## config.mk

```make
export PLATFORM = sky130hd
export DESIGN_NAME = vga_capture_ctrl
export DESIGN_NICKNAME = d
export VERILOG_FILES = /design/src/rtl/vga_capture_ctrl.sv
export SDC_FILE = /design/constraint.sdc
export NUM_CORES = 1
export LEC_CHECK = 0
export CAP_MARGIN = 0
export CORE_MARGIN = 2
export CORE_UTILIZATION = 45
export CTS_BUF_LIST = sky130_fd_sc_hd__clkbuf_8
export DETAILED_ROUTE_END_ITERATION = 12
export GPL_ROUTABILITY_DRIVEN = 0
export PLACE_DENSITY = 0.67
export SLEW_MARGIN = 10
export SYNTH_ARGS = -nofsm -noshare
export SYNTH_HDL_FRONTEND = slang
export SYNTH_SLANG_ARGS = --single-unit
```

## constraint.sdc

```tcl
create_clock -name pclk -period 3.3 [get_ports pclk]
set_clock_uncertainty 0.1 [all_clocks]
set_input_delay 0.33 -clock pclk [delete_from_list [all_inputs] [get_ports pclk]]
set_output_delay 0.33 -clock pclk [all_outputs]
set_load 0.01 [all_outputs]
```

## src/rtl/vga_capture_ctrl.sv

```systemverilog
// VGA frame capture controller.
// Measures the active raster size of one frame, then captures num_frames
// whole frames. Each captured frame is bracketed by go pulses, and done is
// pulsed at the end of the run.
module vga_capture_ctrl #(
    parameter int DIM_W = 16
) (
    input  logic             pclk,
    input  logic             rst,
    input  logic             hblnk,
    input  logic             vblnk,
    input  logic             arm,
    input  logic [7:0]       num_frames,
    output logic             go,
    output logic             pix_valid,
    output logic [DIM_W-1:0] xdim,
    output logic [DIM_W-1:0] ydim,
    output logic             dims_valid,
    output logic             busy,
    output logic [7:0]       frame_cnt,
    output logic             done
);

    typedef enum logic [2:0] {IDLE, SYNC, MEASURE, WAIT_SOF, CAPTURE} state_t;

    localparam logic [DIM_W-1:0] DIM_MAX = '1;

    state_t     state;
    logic       hblnk_q;
    logic       vblnk_q;
    logic [7:0] nf_q;
    logic       x_done;

    logic       sof;
    logic       eof;
    logic       eol;
    logic       active;
    logic [8:0] frame_nxt;

    assign sof       = vblnk_q & ~vblnk;
    assign eof       = ~vblnk_q & vblnk;
    assign eol       = ~hblnk_q & hblnk & ~vblnk;
    assign active    = ~hblnk & ~vblnk;
    assign frame_nxt = {1'b0, frame_cnt} + 9'd1;

    // Previous-cycle blanking levels used for edge detection.
    always_ff @(posedge pclk) begin
        hblnk_q <= hblnk;
        vblnk_q <= vblnk;
    end

    // Capture FSM with all outputs registered alongside the state.
    always_ff @(posedge pclk) begin
        if (rst) begin
            state      <= IDLE;
            go         <= 1'b0;
            pix_valid  <= 1'b0;
            xdim       <= '0;
            ydim       <= '0;
            dims_valid <= 1'b0;
            busy       <= 1'b0;
            frame_cnt  <= '0;
            done       <= 1'b0;
            nf_q       <= '0;
            x_done     <= 1'b0;
        end else begin
            go        <= 1'b0;
            done      <= 1'b0;
            pix_valid <= 1'b0;
            case (state)
                IDLE: begin
                    if (arm && num_frames != 8'd0) begin
                        nf_q       <= num_frames;
                        frame_cnt  <= '0;
                        dims_valid <= 1'b0;
                        xdim       <= '0;
                        ydim       <= '0;
                        state      <= SYNC;
                        busy       <= 1'b1;
                    end
                end
                SYNC: begin
                    // The SOF cycle already belongs to the measured frame,
                    // so its pixel and any line end are counted here.
                    if (sof) begin
                        state  <= MEASURE;
                        xdim   <= {{(DIM_W-1){1'b0}}, active};
                        ydim   <= {{(DIM_W-1){1'b0}}, eol};
                        x_done <= eol;
                    end
                end
                MEASURE: begin
                    if (eof) begin
                        state      <= WAIT_SOF;
                        dims_valid <= 1'b1;
                    end else begin
                        if (active && !x_done && xdim != DIM_MAX)
                            xdim <= xdim + 1'b1;
                        if (eol) begin
                            x_done <= 1'b1;
                            if (ydim != DIM_MAX)
                                ydim <= ydim + 1'b1;
                        end
                    end
                end
                WAIT_SOF: begin
                    if (sof) begin
                        go        <= 1'b1;
                        pix_valid <= active;
                        state     <= CAPTURE;
                    end
                end
                CAPTURE: begin
                    pix_valid <= active;
                    if (eof) begin
                        frame_cnt <= frame_nxt[7:0];
                        if (frame_nxt < {1'b0, nf_q}) begin
                            state <= WAIT_SOF;
                        end else begin
                            go    <= 1'b1;
                            done  <= 1'b1;
                            busy  <= 1'b0;
                            state <= IDLE;
                        end
                    end
                end
                default: begin
                    state <= IDLE;
                    busy  <= 1'b0;
                end
            endcase
        end
    end

endmodule

```

==> flow_summary.yaml, run 1 <==
final_layout:
  postLayoutCoreUtil: 0.571
  regArea_sq_um: 1180
  drive_above_1_share: 0.0752
  fillCellCount: 701
  final_nets: 471
  multi_input_area_sq_um: 1930
  stdcell_count: 551
  areaGrowthSynthToFinish_pct: 24.7
  finish.instance_area_sq_um: 4080
  antennaDiodeCount: 0
global_route:
  grt_pass1_vias: 2931
  track_usage: 0.216
  grt_pass1_wl_mm: 13.4
  overflow: 0
  grt_max_degree: 35
  antenna_found_initial: 0
power_and_ir_drop:
  p_leak_nw: 1.36
  finalPower_mw: 1.56
  ir_drop_uv: 209
  cellPowerDensity_nw_per_um2: 382
placed_design:
  placed_cells: 536
  port-buffer-count: 57
  dp_hpwl_mm: 5.74
  placed_area_sq_um: 3900
  pre_cts_slack_ps: 507
yosys:
  synth_compound_area_frac: 0.246
  synthXorXnorAreaFrac: 0.0214
  yosysWarnings: 0
  async_reset_ff_frac: 0
  postSynthCellCount: 396
  synth_ff_type: "dfxtp_1"
  synth-adder-area-share: 0.0383
  synth.distinct_cells: 58
  yosys-top-cells-area: "dfxtp_1, a21oi_1, or4_1"
  synth_area_sq_um: 3270
  synth.most_common_cell: "dfxtp_1"
  avgSynthCellArea_sq_um: 8.26
  synth_nets: 419
  synth-seq-area-share: 0.361
  ys_ff_latch: 59
  yosysTopAreaCell: "dfxtp_1"
  synth.top_cell.area_share: 0.361
  ys_top_cells_by_count: "dfxtp_1, a21oi_1, nand2_1"
  synth_top_family_by_area: "simple AND/OR/NAND/NOR gates"
  synth-edff-count: 0
  muxShareOfSynthArea: 0.00651
  synthSimpleGateAreaFrac: 0.278
detailed_routing:
  routed_via_density: 5.87
  detailedRoute.firstPassIterationCount: 4
  drt_iter0_drc: 157
  ant_nets: 0
  drt-total-wl_mm: 8.23
  vias: 3237
  route.detailed.drc: 0
  wire_per_inst_um: 14.9
die:
  dieWidth_um: 89.2
  core-area_sq_um: 7140
  num_io_pins: 58
  rows: 31
  dieArea_sq_um: 7960
  die_h_um: 89.2
  start_util: 0.458
setup_path:
  crit_arrival_ps: 2790
  critPathCaptureType: "flop"
  start_kind: "flop"
  required_ps: 3470
  reg2reg_depth: 10
  crit_fanout: 5
  criticalPathCategory: "flop to flop"
clocking:
  h-tree-depth: 3
  cts.clk_slew.worst_paths_ps: 60
  cts_tree: "built"
  holdBufCountCts: 0
  clkLatencyLatePin_ps: 340
  cts_sinks: 59
  root_buffer: "clkbuf_8"
  post_cts_resized: 0
  cts_setup_buffers: 0
  cts_buffers: 9
  clockBufferDepth: 2
sta:
  fin_crit_sh: 0.796
  finalMaxSlewViolations: 0
  fmax_mhz: 381
  setup_viol: 0
  hold_slack_ps: 354
  min_period_ps: 2630
  layout_setup_ws_ps: 672
  hold_viol: 0
  max_slew_margin: 0.391
  tns_ps: 0
  rsz0062_at_grt: "no"
  worst_pin_slew_ps: 913
run:
  cap_violations: 0
run_status:
  status: "complete, no violations"
min_path:
  hp-class: "flop to flop"
  hold_depth: 2
path summary, 6_finish.rpt:
path | from | to | slack, ps
worst max-delay path | frame_cnt[0] | state[0] | 670
worst max register to register | frame_cnt[0] | state[0] | 670
worst min register to register | nf_q[4] | nf_q[4] | 350
worst min-delay path | nf_q[4] | nf_q[4] | 350
routing by layer:
| metal | up-vias | GRT usage | part of all wire |
|---|---|---|---|
| li1 | 1623 | - | - |
| met1 | 1531 | 0.274 | 0.46 |
| met2 | 71 | 0.360 | 0.48 |
| met3 | 12 | 0.0462 | 0.039 |
| met4 | 0 | 0.0801 | 0.020 |
| met5 | - | 0 | 0 |
cells by family (layout without fill, tap and decap cells):
family                   count (synthesis)  after routing
flip-flops                              59             59
AND/OR/NAND/NOR                        160            160
multiplexers                             2              2
AO/OA/AOI/OAI                          122            122
buffers and inverters                   35             91
XOR/XNOR                                 8              8
adder cells (fa/ha/maj)                 10             10
sequential cells by signal, indices dropped and copies added (netlist names):
name	cells
xdim	16
ydim	16
frame_cnt	8
nf_q	8
state	3
busy	1
dims_valid	1
done	1
go	1
hblnk_q	1
pix_valid	1
vblnk_q	1
x_done	1
power by group:
part	total (mW)	leakage, nW	switching (mW)	internal [mW]
logic	0.207	0.785	0.135	0.0721
clock network	0.610	0.0994	0.285	0.324
registers	0.742	0.478	0.0157	0.726
area by class of cell:
cell class	count	area share
Clock buffer	12	0.0405
Inverter	13	0.0120
Multi-Input combinational cell	302	0.473
Timing Repair Buffer	63	0.151
Clock inverter	3	0.00338
Sequential cell	59	0.290
Tap cell	99	0.0304
critical path, cell delays in order, from the launching register on:
cell,delay [ps]
dfxtp_1,400
ha_1,260
and3_1,200
nand3_1,150
xnor2_1,170
ha_1,290
a21o_1,160
a21oi_1,130
o21ai_0,180
o32a_1,370
nor3_1,150
placed cells by master (no fill, tap or decap), types with 3 or more instances in the layout:
cell	count
o21a_1	4
nor3_1	7
o21ai_0	11
nand3_1	21
a211o_1	3
o41ai_1	4
nand4_1	10
or2_2	3
or3_1	4
xor2_1	3
ha_1	10
or4_1	27
a21oi_1	56
or4b_1	4
dfxtp_1	59
and3_1	5
clkdlybuf4s50_1	57
inv_1	13
clkbuf_8	12
nand2_1	35
o31ai_1	22
nor2_1	25
nor4_1	5
xnor2_1	5
buf_4	6
No activity file was read; power rests on OpenSTA's default activity.
==> run 2, diff against run 1 <==
--- a/config.mk
+++ b/config.mk
@@ -11,7 +11,7 @@
 export CTS_BUF_LIST = sky130_fd_sc_hd__clkbuf_8
 export DETAILED_ROUTE_END_ITERATION = 12
 export GPL_ROUTABILITY_DRIVEN = 0
-export PLACE_DENSITY = 0.67
+export PLACE_DENSITY = 0.7
 export SLEW_MARGIN = 10
 export SYNTH_ARGS = -nofsm -noshare
 export SYNTH_HDL_FRONTEND = slang
==> constraint.sdc (replaced) <==
create_clock -name pclk -period 2.4 [get_ports pclk]
set_clock_uncertainty 0.1 [all_clocks]
set_input_delay 0.24 -clock pclk [delete_from_list [all_inputs] [get_ports pclk]]
set_output_delay 0.24 -clock pclk [all_outputs]
set_load 0.01 [all_outputs]
==> run 2 against run 1 <==
Net effect: sequential share of layout area shrank 2.1 points; setup slack worse by 580 ps; worst hold slack improved by 5.5 ps; critical path depth stayed put; first-iteration DRC count shrank 5.7%; critical endpoint unchanged.
==> flow_summary.yaml, run 2 (synthesis gave the netlist of run 1 again) <==
run_status:
  status: "complete, no violations"
sta:
  finalMaxSlewViolations: 0
  tns_ps: 0
  max_slew_margin: 0.663
  fin_crit_sh: 0.960
  setup_viol: 0
  worst_pin_slew_ps: 505
  min_period_ps: 2300
  hold_viol: 0
  fmax_mhz: 434
power_and_ir_drop:
  finalPower_mw: 2.23
  cellPowerDensity_nw_per_um2: 506
  p_leak_nw: 1.54
  ir_drop_uv: 293
detailed_routing:
  routed_via_density: 5.81
  detailedRoute.firstPassIterationCount: 4
  route.detailed.drc: 0
  drt-total-wl_mm: 8.57
  ant_nets: 0
  wire_per_inst_um: 14.8
  vias: 3378
  drt_iter0_drc: 148
setup_path:
  crit_arrival_ps: 2480
  criticalPathCategory: "flop to flop"
  crit_fanout: 4
  start_kind: "flop"
  required_ps: 2570
  critPathCaptureType: "flop"
  r2r_slack_ps: 100
placed_design:
  placed_area_sq_um: 4160
  dp_hpwl_mm: 6.17
  placed_cells: 567
  port-buffer-count: 57
final_layout:
  stdcell_count: 581
  final_nets: 502
  fillCellCount: 641
  largestRegisters: "xdim x16, ydim x16"
  areaGrowthSynthToFinish_pct: 34.7
  final_cell_mix: "dfxtp_1, clkdlybuf4s50_1, a21oi_1"
  drive_above_1_share: 0.158
  finish.instance_area_sq_um: 4400
  postLayoutCoreUtil: 0.617
  antennaDiodeCount: 0
  regArea_sq_um: 1180
  multi_input_area_sq_um: 1990
global_route:
  grt_pass1_vias: 3113
  track_usage: 0.226
  overflow: 0
  grt_pass1_wl_mm: 14.1
  grt_max_degree: 41
  antenna_found_initial: 0
die:
  num_io_pins: 58
  core-area_sq_um: 7140
  die_h_um: 89.2
  dieWidth_um: 89.2
  start_util: 0.458
  rows: 31
  dieArea_sq_um: 7960
clocking:
  cts_tree: "built"
  cts_buffers: 9
  clkLatencyLatePin_ps: 350
  cts.clk_slew.worst_paths_ps: 70
  holdBufCountCts: 0
  h-tree-depth: 3
  root_buffer: "clkbuf_8"
  clockBufferDepth: 2
  cts_sinks: 59
run:
  cap_violations: 0
min_path:
  hp-class: "flop to flop"
run 2: power by group:
group	switching (mW)	leakage [nW]	internal (mW)	total, mW
logic	0.194	0.959	0.140	0.334
clock network	0.383	0.0992	0.489	0.872
registers	0.0234	0.479	0.998	1.02
total	0.601	1.54	1.63	2.23
run 2: critical path, cell delays in order (launching register included):
cell	delay, ps
dfxtp_2	350
ha_4	130
and3_4	200
nand3_4	90
xnor2_2	150
ha_1	320
a21o_1	180
a21oi_2	140
o21ai_2	100
o32a_1	340
nor3_2	130
run 2: through the flow:
stage	worst slack [ps]	hold WS [ps]
after floorplan	4.78	168
after global placement	-21.6	344
after detailed placement	-79.2	352
after CTS	6.38	361
after global routing	-8.82	372
final	96.2	360
run 2: area by class of cell:
class,instances,share of cell area
clock inverter,4,0.00995
multi-input combinational,302,0.452
tap,99,0.0281
timing repair buffer,94,0.198
clock buffer,10,0.0313
sequential,59,0.269
inverter,13,0.0111
run 2: path summary, 6_finish.rpt:
check / startpoint / end / cells after the start
worst max register to register: frame_cnt[1] / state[0] / 10
worst min register to register: nf_q[7] / nf_q[7] / 2
worst min-delay path: nf_q[7] / nf_q[7] / 2
worst max-delay path: frame_cnt[1] / state[0] / 10
run 2: routing by layer:
| layer | vias up | global-route usage | part of all wire |
|---|---|---|---|
| met5 | - | 0 | 0 |
| met4 | 0 | 0.0868 | 0.015 |
| met3 | 13 | 0.0572 | 0.051 |
| met2 | 89 | 0.371 | 0.49 |
| met1 | 1610 | 0.285 | 0.45 |
| li1 | 1666 | - | - |
run 2: repair_timing:
item                       CTS  global route
pin swaps                    0             2
setup buffers                0             0
cloned                       0             0
setup endpoints to repair    1             5
gates resized for setup      1            11
